===== src/rtl/gain_amp_pipe.sv =====
// Three-stage signed gain stage: per-channel fixed-point gain, round-half-up, output tagged with channel.
// Define GAIN_AMP_SAT_EN to clamp out-of-range results (sat_o flags it); otherwise results wrap and sat_o is 0.
module gain_amp_pipe #(
  parameter int DATA_W   = 16,
  parameter int GAIN_W   = 16,
  parameter int FRAC_W   = 8,
  parameter int CHANNELS = 4,
  parameter int CH_W     = (CHANNELS > 1) ? $clog2(CHANNELS) : 1
) (
  input  logic              clk_i,
  input  logic              rst_n_i,
  input  logic [DATA_W-1:0] data_i,
  input  logic [CH_W-1:0]   ch_i,
  input  logic              valid_i,
  output logic              ready_o,
  input  logic              gain_we_i,
  input  logic [CH_W-1:0]   gain_ch_i,
  input  logic [GAIN_W-1:0] gain_i,
  output logic [DATA_W-1:0] data_o,
  output logic [CH_W-1:0]   ch_o,
  output logic              valid_o,
  input  logic              ready_i,
  output logic              sat_o
);

  localparam int P_W = DATA_W + GAIN_W;
  localparam int R_W = P_W + 1;
  localparam logic signed [GAIN_W-1:0] UNITY = GAIN_W'(1) << FRAC_W;

  logic                     en;
  logic signed [GAIN_W-1:0] gain_q [CHANNELS];
  logic signed [GAIN_W-1:0] gainSel;

  logic                     s1Valid_q;
  logic signed [DATA_W-1:0] s1Data_q;
  logic [CH_W-1:0]          s1Ch_q;
  logic signed [GAIN_W-1:0] s1Gain_q;

  logic                     s2Valid_q;
  logic signed [P_W-1:0]    s2Prod_q;
  logic signed [P_W-1:0]    s2Prod_d;
  logic [CH_W-1:0]          s2Ch_q;

  logic signed [R_W-1:0]    prodExt;
  logic signed [R_W-1:0]    rounded;
  logic [DATA_W-1:0]        outData_d;
  logic [DATA_W-1:0]        outData_q;
  logic [CH_W-1:0]          outCh_q;
  logic                     outValid_q;

  assign en      = ~outValid_q | ready_i;
  assign ready_o = en;

  // Out-of-range channels fall through to unity gain.
  always_comb begin
    gainSel = UNITY;
    for (int c = 0; c < CHANNELS; c++) begin
      if (ch_i == CH_W'(c)) gainSel = gain_q[c];
    end
  end

  always_ff @(posedge clk_i or negedge rst_n_i) begin
    if (!rst_n_i) begin
      for (int c = 0; c < CHANNELS; c++) gain_q[c] <= UNITY;
    end else begin
      for (int c = 0; c < CHANNELS; c++) begin
        if (gain_we_i && gain_ch_i == CH_W'(c)) gain_q[c] <= gain_i;
      end
    end
  end

  assign s2Prod_d = P_W'(s1Data_q) * P_W'(s1Gain_q);
  assign prodExt  = {s2Prod_q[P_W-1], s2Prod_q};

  generate
    if (FRAC_W > 0) begin : g_round
      localparam logic signed [R_W-1:0] HALF = R_W'(1) << (FRAC_W - 1);
      logic signed [R_W-1:0] sumR;
      assign sumR    = prodExt + HALF;
      assign rounded = sumR >>> FRAC_W;
    end else begin : g_noround
      assign rounded = prodExt;
    end
  endgenerate

`ifdef GAIN_AMP_SAT_EN
  localparam logic [DATA_W-1:0] MAXV = {1'b0, {(DATA_W-1){1'b1}}};
  localparam logic [DATA_W-1:0] MINV = {1'b1, {(DATA_W-1){1'b0}}};
  logic overflow;
  logic outSat_q;

  // Result fits only if every bit above the output sign bit matches the sign.
  assign overflow  = rounded[R_W-1:DATA_W-1] != {(R_W-DATA_W+1){rounded[R_W-1]}};
  assign outData_d = overflow ? (rounded[R_W-1] ? MINV : MAXV) : rounded[DATA_W-1:0];
  assign sat_o     = outSat_q;
`else
  logic [R_W-DATA_W-1:0] unusedRoundedHi;
  assign unusedRoundedHi = rounded[R_W-1:DATA_W];
  assign outData_d       = rounded[DATA_W-1:0];
  assign sat_o           = 1'b0;
`endif

  always_ff @(posedge clk_i or negedge rst_n_i) begin
    if (!rst_n_i) begin
      s1Valid_q  <= 1'b0;
      s1Data_q   <= '0;
      s1Ch_q     <= '0;
      s1Gain_q   <= '0;
      s2Valid_q  <= 1'b0;
      s2Prod_q   <= '0;
      s2Ch_q     <= '0;
      outValid_q <= 1'b0;
      outData_q  <= '0;
      outCh_q    <= '0;
`ifdef GAIN_AMP_SAT_EN
      outSat_q   <= 1'b0;
`endif
    end else if (en) begin
      s1Valid_q  <= valid_i;
      s1Data_q   <= data_i;
      s1Ch_q     <= ch_i;
      s1Gain_q   <= gainSel;
      s2Valid_q  <= s1Valid_q;
      s2Prod_q   <= s2Prod_d;
      s2Ch_q     <= s1Ch_q;
      outValid_q <= s2Valid_q;
      outData_q  <= outData_d;
      outCh_q    <= s2Ch_q;
`ifdef GAIN_AMP_SAT_EN
      outSat_q   <= overflow;
`endif
    end
  end

  assign data_o  = outData_q;
  assign ch_o    = outCh_q;
  assign valid_o = outValid_q;

endmodule


===== config.mk =====
export PLATFORM = sky130hd
export DESIGN_NAME = gain_amp_pipe
export DESIGN_NICKNAME = d
export VERILOG_FILES = /design/src/rtl/gain_amp_pipe.sv
export SDC_FILE = /design/constraint.sdc
export NUM_CORES = 1
export LEC_CHECK = 0
export CORE_ASPECT_RATIO = 1.1
export CORE_MARGIN = 1
export CORE_UTILIZATION = 30
export CTS_CLUSTER_DIAMETER = 60
export DETAILED_ROUTE_END_ITERATION = 6
export GPL_TIMING_DRIVEN = 1
export RECOVER_POWER = 25
export SYNTH_ARGS = -nofsm -noshare
export SYNTH_HDL_FRONTEND = slang
export SYNTH_SLANG_ARGS = --single-unit

===== constraint.sdc =====
create_clock -name clk_i -period 11.15 [get_ports clk_i]
set_clock_uncertainty 0.2 [all_clocks]
set_input_delay 1.115 -clock clk_i [delete_from_list [all_inputs] [get_ports clk_i]]
set_output_delay 1.115 -clock clk_i [all_outputs]
set_load 0.01 [all_outputs]

---- Yosys cells after proc, flatten, opt, wreduce, memory -nomap -nowiden ----
Index checks and enable logic that the tools add are counted.
storage, ports and cells
  register bits after elaboration ......... 145
  input port bits ......................... 41
  output and inout bits ................... 21
  word-level logic and storage cells ...... 34
operators by class
  add/sub/neg operators ................... 1
  multiply operators ...................... 1
  equal/unequal tests ..................... 6
  multiplexer cells ....................... 4
  bitwise logic cells ..................... 2
  reduce and logical (&&, ||, !) cells .... 6
operators by type and width
  cell                     number
  $mux W16                 4
  $add A24 B9 Y24 const B  1
  $mul A16 B16 Y24         1
  $eq A2 B2 Y1 const B     4
  $eq A2 B1 Y1 const B     2
  $logic_and A1 B1 Y1      4
  $logic_not A2 Y1         2
  $not A1 Y1               1
  $or A1 B1 Y1             1

---- Logic depth before layout (Yosys ltp) ----
Gate-level depths: netlist (run 1).
  depth in word-level cells ............... 5
  gate-level depth with buffers ........... 23
  mapped depth without buffers ............ 22

---- Worst setup path before layout (run 1) ----
Ideal clock, no wire load.
  kind .................................... reg-to-reg
  start ................................... register s1Gain_q[1]
  end ..................................... register s2Prod_q[18]
  library setup time ...................... 0.142 ns
  arrival ................................. 5.612 ns
  slack ................................... 5.196 ns
  stages on the path, launching flop included .. 20
  cells stage by stage .................... dfrtp_1 > clkbuf_1 > nand2_1 > fa_1 > fa_1 > fa_1 > fa_1 > inv_1 > fa_1 > inv_1 > fa_1 > inv_1 > ha_1 > and3_1 > nor4b_2 > a211oi_2 > o31ai_4 > o41ai_2 > xor2_1 > a21oi_1
between the ends
  longest elaborated chain between the ends .. 1
RTL lines
  element                 line  text
  start, declared         37    logic signed [GAIN_W-1:0] s1Gain_q;
  start signal, assigned  122   s1Gain_q <= gainSel;
  $mul A16 B16 Y24        72    assign s2Prod_d = P_W'(s1Data_q) * P_W'(s1Gain_q);
  end signal, assigned    124   s2Prod_q <= s2Prod_d;
  end, declared           40    logic signed [P_W-1:0] s2Prod_q;
Every way passes these cells.
A chain may end at the register's enable or synchronous reset.

---- Final worst setup path (run 1) ----
Same ends and word-level chain as after synthesis.

==> impl_metrics.json, run 1 <==
{
  "final_cell_area_mm2": 0.01490,
  "tritoncts.num_buffers": 17,
  "ioPinCount": 62,
  "synth_async_sr_flop_share_pct": 100.0,
  "wl_per_cell_um": 15.27,
  "first_pass_grt_wire_length_um": 49630,
  "reg2reg_depth": 18,
  "placement.cell_area_mm2": 0.01432,
  "cts_max_level": 4,
  "first_global_vias": 9349,
  "yosysWarningCount": 0,
  "final_wirelength_um": 29740,
  "overflow_after_grt": 0,
  "number_of_synthesized_flops_with_an_enable_pin": 0,
  "ff2ff_setup_slack_ns": 4.75,
  "placed_cells_incl_taps": 1915,
  "hold_class": "register to register",
  "max_cap_violations": 1,
  "drc": 0,
  "vias": 8862,
  "die-width_um": 201.9,
  "synth.yosys.seq_area_share_pct": 26.24,
  "critical_path.max_fanout": 17,
  "drtPass1Iterations": 5,
  "ys_types": 47,
  "synth_largest_area_cell": "sky130_fd_sc_hd__fa_1",
  "reg_to_reg_startpoint": "s1Gain_q[1]",
  "synth.net_count": 1634,
  "crit_required_ns": 11.24,
  "routabilityCongestion": 0.8176,
  "antenna_left": 0,
  "drive_above_1_share_pct": 9.250,
  "clock_insertion_delay_worst_skew_ns": 0.46,
  "io_buffer_count": 60,
  "antenna_found_initial": 0,
  "hold_viol_final": 0,
  "holdCritStartpoint": "s2Valid_q",
  "summed_instance_area_of_the_synthesized_netlist_mm2": 0.01318,
  "syn_area_per_cell_um2": 9.866,
  "clk_pin_slew_worst_paths_ns": 0.06,
  "postCtsHoldBufs": 0,
  "netlist.area_leader.share_pct": 28.25,
  "postCtsSetupRepairBufs": 0,
  "clock_sink_count": 138,
  "grt_start_max_net_pins": 86,
  "layout_min_cycle_time_ns": 6.395,
  "clockBufferDepth": 2,
  "synthMostInstantiatedCell": "sky130_fd_sc_hd__nand2_1",
  "final_cells": 1947,
  "kind_of_start_point_of_the_critical_path": "register",
  "fin_crit_sh_pct": 57.36,
  "detail_route.vias_per_cell": 4.552,
  "area_delta_synth_final_pct": 13.06,
  "final_net_count": 1658,
  "timing.rr.end": "s2Prod_q[18]",
  "place.detailed.hpwl_um": 22730,
  "die_y_um": 221.8,
  "finalSetupTns_ns": 0,
  "cp-end-kind": "register",
  "synth_seq_cells": 138,
  "synthTopCellsByArea": "sky130_fd_sc_hd__fa_1 28%, sky130_fd_sc_hd__dfrtp_1 25%, sky130_fd_sc_hd__nand2_1 7.6%",
  "slew_headroom_pct": -191.2,
  "die_area_mm2": 0.04478,
  "gr-usage-all-layers_pct": 14.21,
  "drt-initial-drc-count": 447,
  "synth_cells": 1336,
  "rows": 80,
  "timing_max_transition_violations_final": 84,
  "ys_dominant_reg_cell": "sky130_fd_sc_hd__dfrtp_1",
  "cts.root.buffer_cell": "sky130_fd_sc_hd__clkbuf_16",
  "tightestPinTransition_ns": 4.368,
  "filler_instances": 4396,
  "min_to": "s2Valid_q",
  "grt_setup_unrepaired": "no",
  "placeableCoreArea_mm2": 0.04334,
  "critical_path_arrival_ns": 6.49,
  "antenna_cells": 0,
  "start_util_pct": 30.41,
  "status": "complete, but fails checks",
  "synthTopCellsByCount": "266 x sky130_fd_sc_hd__nand2_1, 248 x sky130_fd_sc_hd__inv_1, 186 x sky130_fd_sc_hd__fa_1",
  "worst-setup-path-type": "register to register",
  "post_cts.resized_instances": 0,
  "whs_path_depth": 2,
  "max_freq_mhz": 156.4,
  "setup_viol_count_final": 0,
  "violations_in_the_final_reports": "max-capacitance violations, max-slew violations",
  "tritoncts": "done"
}
[state kept, by name, indices dropped and copies added, names as in the netlist, 2 cells and up]
name,count
data_o,16
gain_q,64
s2Prod_q,17
s1Ch_q,2
ch_o,2
s1Gain_q,16
s1Data_q,16
s2Ch_q,2
[through the flow]
| stage | utilization [%] | setup slack (ns) | hold slack [ns] |
|---|---|---|---|
| 2_1_floorplan | - | 5.196 | 0.2300 |
| 3_3_place_gp | 33.05 | 4.804 | 0.2422 |
| 3_5_place_dp | 33.05 | 4.733 | 0.2546 |
| 4_1_cts | 34.40 | 4.717 | 0.2685 |
| 5_1_grt | 34.39 | 4.404 | 0.2996 |
| 6_report | 34.39 | 4.755 | 0.2685 |
[layout make-up]
type / instances / area [um2] / share of cell area, %
Sequential cell: 138 / 3458 / 23.21
Inverter: 248 / 930.9 / 6.246
Tap cell: 574 / 718.2 / 4.819
Clock inverter: 12 / 140.1 / 0.9403
Multi-Input combinational cell: 891 / 8584 / 57.60
Clock buffer: 20 / 446.7 / 2.997
Timing Repair Buffer: 64 / 624.3 / 4.189
[layout by cell type, fill, tap and decap left out, types with 2 or more instances in the layout]
cell / count
sky130_fd_sc_hd__clkbuf_1: 3
sky130_fd_sc_hd__xor2_1: 17
sky130_fd_sc_hd__dfstp_2: 4
sky130_fd_sc_hd__nand4_1: 4
sky130_fd_sc_hd__and2_1: 99
sky130_fd_sc_hd__nand3b_1: 2
sky130_fd_sc_hd__fa_1: 186
sky130_fd_sc_hd__xnor2_1: 33
sky130_fd_sc_hd__bufinv_16: 2
sky130_fd_sc_hd__mux2_2: 64
sky130_fd_sc_hd__clkdlybuf4s50_1: 59
sky130_fd_sc_hd__clkinv_2: 2
sky130_fd_sc_hd__a21oi_1: 20
sky130_fd_sc_hd__mux4_2: 16
sky130_fd_sc_hd__clkinvlp_4: 2
sky130_fd_sc_hd__o21bai_1: 3
sky130_fd_sc_hd__nand2b_1: 8
sky130_fd_sc_hd__nor2_1: 27
sky130_fd_sc_hd__and3_1: 3
sky130_fd_sc_hd__nor3_1: 3
sky130_fd_sc_hd__inv_6: 2
sky130_fd_sc_hd__nand2_1: 266
sky130_fd_sc_hd__nor2b_1: 2
sky130_fd_sc_hd__o21ai_0: 25
sky130_fd_sc_hd__clkinv_4: 3
sky130_fd_sc_hd__a211oi_1: 4
sky130_fd_sc_hd__nand3_1: 15
sky130_fd_sc_hd__buf_4: 4
sky130_fd_sc_hd__inv_1: 247
sky130_fd_sc_hd__clkbuf_16: 17
sky130_fd_sc_hd__o22ai_1: 2
sky130_fd_sc_hd__dfrtp_1: 134
sky130_fd_sc_hd__ha_1: 71
[routing by layer]
metal / share of wire, % / vias up / wire length (um) / global-route usage (%)
met5: 0 / - / 0 / 0
met4: 2.5 / 0 / 741 / 4.741
met3: 3.4 / 40 / 997 / 2.866
met2: 52 / 156 / 15540 / 24.59
met1: 42 / 4569 / 12470 / 17.58
li1: - / 4097 / - / -
[critical path, stage by stage, from the launching register on]
cell and delay, ns:
sky130_fd_sc_hd__dfrtp_1 0.73, sky130_fd_sc_hd__nand2_1 0.16, sky130_fd_sc_hd__fa_1 0.53, sky130_fd_sc_hd__fa_1 0.57
sky130_fd_sc_hd__fa_1 0.46, sky130_fd_sc_hd__fa_1 0.54, sky130_fd_sc_hd__inv_1 0.05, sky130_fd_sc_hd__fa_1 0.47
sky130_fd_sc_hd__inv_1 0.05, sky130_fd_sc_hd__fa_1 0.49, sky130_fd_sc_hd__inv_1 0.05, sky130_fd_sc_hd__ha_1 0.32
sky130_fd_sc_hd__and3_1 0.18, sky130_fd_sc_hd__nor4b_2 0.16, sky130_fd_sc_hd__a211oi_2 0.53, sky130_fd_sc_hd__o31ai_4 0.14
sky130_fd_sc_hd__o41ai_2 0.34, sky130_fd_sc_hd__xor2_1 0.18, sky130_fd_sc_hd__a21oi_1 0.08
[how the worst max path moves through the flow]
stage / from / endpoint / slack, ns / depth (start not counted)
4_1_cts: s1Gain_q[1] / s2Prod_q[18] / 4.72 / 18
3_3_place_gp: s1Data_q[7] / s2Prod_q[18] / 4.80 / 19
3_5_place_dp: s1Gain_q[1] / s2Prod_q[18] / 4.73 / 18
5_1_grt: s1Gain_q[1] / s2Prod_q[23] / 4.40 / 18
6_report: s1Gain_q[1] / s2Prod_q[18] / 4.75 / 18
2_1_floorplan: s1Gain_q[1] / s2Prod_q[18] / 5.20 / 19
[cells by family after synthesis]
kind of cell | synth area share (%)
simple gates | 15.29
flops | 26.24
xor+xnor | 3.493
fa+ha+maj | 34.99
mux | 8.201
buf+inv | 8.780
compound gates | 2.981
other cells | 0.02845
Power of run 1 is left out: the tool's default activity adds up to more than one toggle a clock period on the data nets, which glitch-free logic cannot reach.
==> inputs of run 2 (changes only) <==
==> constraint.sdc (replaced) <==
create_clock -name clk_i -period 6.6 [get_ports clk_i]
set_clock_uncertainty 0.2 [all_clocks]
set_input_delay 0.66 -clock clk_i [delete_from_list [all_inputs] [get_ports clk_i]]
set_output_delay 0.66 -clock clk_i [all_outputs]
set_load 0.01 [all_outputs]
==> run 2 against run 1 <==
Compared with the run above:
- the flow still finishes with violations (max-capacitance violations, max-slew violations)
- cell count is 1.2% higher
- routed wire length is 0.93% lower
- via count is 0.24% lower
- utilization is 0.49 points higher
- sequential cell count stayed put
==> impl_metrics.json, run 2 (same netlist as run 1, synthesis figures left out) <==
{
  "ioPinCount": 62,
  "area_delta_synth_final_pct": 14.67,
  "place.detailed.hpwl_um": 23280,
  "largest_register": "gain_q",
  "clockBufferDepth": 2,
  "cts.root.buffer_cell": "sky130_fd_sc_hd__clkbuf_16",
  "tightestPinTransition_ns": 3.683,
  "first_global_vias": 9553,
  "antenna_found_initial": 0,
  "worst-setup-path-type": "register to register",
  "violations_in_the_final_reports": "max-capacitance violations, max-slew violations",
  "timing.rr.end": "s2Prod_q[23]",
  "whs_path_depth": 2,
  "critical_path_cell_count": 21,
  "die-width_um": 201.9,
  "status": "complete, but fails checks",
  "critical_path.max_fanout": 13,
  "cp-end-kind": "register",
  "slew_headroom_pct": -145.5,
  "postCtsSetupRepairBufs": 0,
  "antenna_cells": 0,
  "largest_registers": "gain_q x64, s2Prod_q x17",
  "highest_count_cells_in_the_layout_ignoring_fill_and_taps": "266 x sky130_fd_sc_hd__nand2_1, 247 x sky130_fd_sc_hd__inv_1, 186 x sky130_fd_sc_hd__fa_1",
  "hold_viol_final": 0,
  "fin_crit_sh_pct": 94.85,
  "max_freq_mhz": 159.7,
  "die_area_mm2": 0.04478,
  "cell_repeated_most_along_the_worst_path": "sky130_fd_sc_hd__fa_1",
  "reg_to_reg_startpoint": "s1Gain_q[1]",
  "crit_required_ns": 6.68,
  "cp_num_buf_inv": 6,
  "final_common_cell": "sky130_fd_sc_hd__nand2_1",
  "layout_min_cycle_time_ns": 6.260,
  "clk_pin_slew_worst_paths_ns": 0.06,
  "placement.cell_area_mm2": 0.01450,
  "drc": 0,
  "first_pass_grt_wire_length_um": 49400,
  "endpoint": "s2Prod_q[23]",
  "max_cap_violations": 2,
  "start_util_pct": 30.41,
  "worst_setup_path_startpoint": "s1Gain_q[1]",
  "drtPass1Iterations": 5,
  "critical_path.cell_chain": "buf_4 > nand2_1 > inv_1 > fa_1 > inv_1 > fa_1 > inv_1 > fa_1 > fa_1 > fa_1 > inv_1 > fa_1 > inv_1 > ha_1 > a2111oi_1 > o21ai_0 > a22oi_1 > o21ai_2 > a211oi_1 > xnor2_1 > o21ai_0",
  "ff2ff_setup_slack_ns": 0.34,
  "clock_sink_count": 138,
  "final_wirelength_um": 29460,
  "routabilityCongestion": 0.8374,
  "tritoncts.num_buffers": 17,
  "hold_class": "register to register",
  "die_y_um": 221.8,
  "grt_start_max_net_pins": 85,
  "rows": 80,
  "finalSetupTns_ns": 0,
  "crit_path_top_delay_cell": "sky130_fd_sc_hd__dfrtp_1",
  "gr-usage-all-layers_pct": 13.96,
  "timing.critical_path.slowest_cell_delay_ns": 0.55,
  "cts_max_level": 4,
  "vias": 8841,
  "drive_above_1_share_pct": 10.74,
  "timing_max_transition_violations_final": 141,
  "critical_path_arrival_ns": 6.34,
  "finish.utilization_pct": 34.88,
  "antenna_left": 0,
  "kind_of_start_point_of_the_critical_path": "register",
  "worst_path_dominant_cell_family": "adder cells",
  "final_cell_area_mm2": 0.01512,
  "tritoncts": "done",
  "grt_setup_unrepaired": "no",
  "io_buffer_count": 60,
  "drt-initial-drc-count": 385,
  "setup_viol_count_final": 0,
  "final_net_count": 1682,
  "placeableCoreArea_mm2": 0.04334,
  "clock_insertion_delay_worst_skew_ns": 0.45,
  "overflow_after_grt": 0,
  "detail_route.vias_per_cell": 4.486,
  "max_ffs_per_register": 64,
  "reg2reg_depth": 21,
  "wl_per_cell_um": 14.95
}
[run 2: changes by cell type in the layout (fill, tap and decap cells not counted), sizes merged]
cell,before,now
buf,4,27
bufinv,2,4
clkbuf,21,24
clkinv,5,2
clkinvlp,2,0
inv,251,252
[run 2: worst min-delay path by stage]
stage | from | end | slack [ns]
after floorplan | rst_n_i | ch_o[0] | 0.16
after detailed placement | s2Valid_q | s2Valid_q | 0.26
after global routing | s2Valid_q | valid_o | 0.30
final | s2Valid_q | s2Valid_q | 0.26
after global placement | s2Valid_q | s2Valid_q | 0.24
after CTS | rst_n_i | gain_q[27] | 0.04
[run 2: per-stage QoR]
stage / setup slack [ns] / hold slack, ns / instances
2_1_floorplan: 0.6464 / 0.1644 / 1336
3_3_place_gp: 0.3813 / 0.2419 / 1939
3_5_place_dp: 0.3060 / 0.2633 / 1939
4_1_cts: 0.2179 / 0.03528 / 1971
5_1_grt: 0.01000 / 0.3039 / 1971
6_report: 0.3398 / 0.2648 / 1971
[run 2: final cells by class]
cell class                      instances  area [um2]
Clock buffer                           22       454.2
Clock inverter                         10       165.2
Fill cell                            4361       28230
Inverter                              248       930.9
Multi-Input combinational cell        891        8586
Sequential cell                       138        3460
Tap cell                              574       718.2
Timing Repair Buffer                   88       802.0
[run 2: metal layers]
layer,vias up,share of wire [%],track usage (%)
met5,-,0,0
met4,0,2.4,4.643
met3,39,3.1,2.778
met2,134,50,23.89
met1,4511,44,17.52
li1,4157,-,-
[run 2: what timing repair did]
action | 4_1_cts | 5_1_grt
hold endpoints to repair | 0 | 0
gates resized for setup | 0 | 2
endpoints found under the setup margin | 0 | 3
hold buffers | 0 | 0
[run 2: worst register-to-register path, stage by stage, from the launching register on]
cell and delay [ns]:
sky130_fd_sc_hd__dfrtp_1 0.55, sky130_fd_sc_hd__buf_4 0.24, sky130_fd_sc_hd__nand2_1 0.10, sky130_fd_sc_hd__inv_1 0.10
sky130_fd_sc_hd__fa_1 0.51, sky130_fd_sc_hd__inv_1 0.06, sky130_fd_sc_hd__fa_1 0.53, sky130_fd_sc_hd__inv_1 0.05
sky130_fd_sc_hd__fa_1 0.48, sky130_fd_sc_hd__fa_1 0.51, sky130_fd_sc_hd__fa_1 0.49, sky130_fd_sc_hd__inv_1 0.05
sky130_fd_sc_hd__fa_1 0.47, sky130_fd_sc_hd__inv_1 0.04, sky130_fd_sc_hd__ha_1 0.32, sky130_fd_sc_hd__a2111oi_1 0.38
sky130_fd_sc_hd__o21ai_0 0.15, sky130_fd_sc_hd__a22oi_1 0.22, sky130_fd_sc_hd__o21ai_2 0.14, sky130_fd_sc_hd__a211oi_1 0.28
sky130_fd_sc_hd__xnor2_1 0.15, sky130_fd_sc_hd__o21ai_0 0.09
Power of run 2 is left out for the same reason.
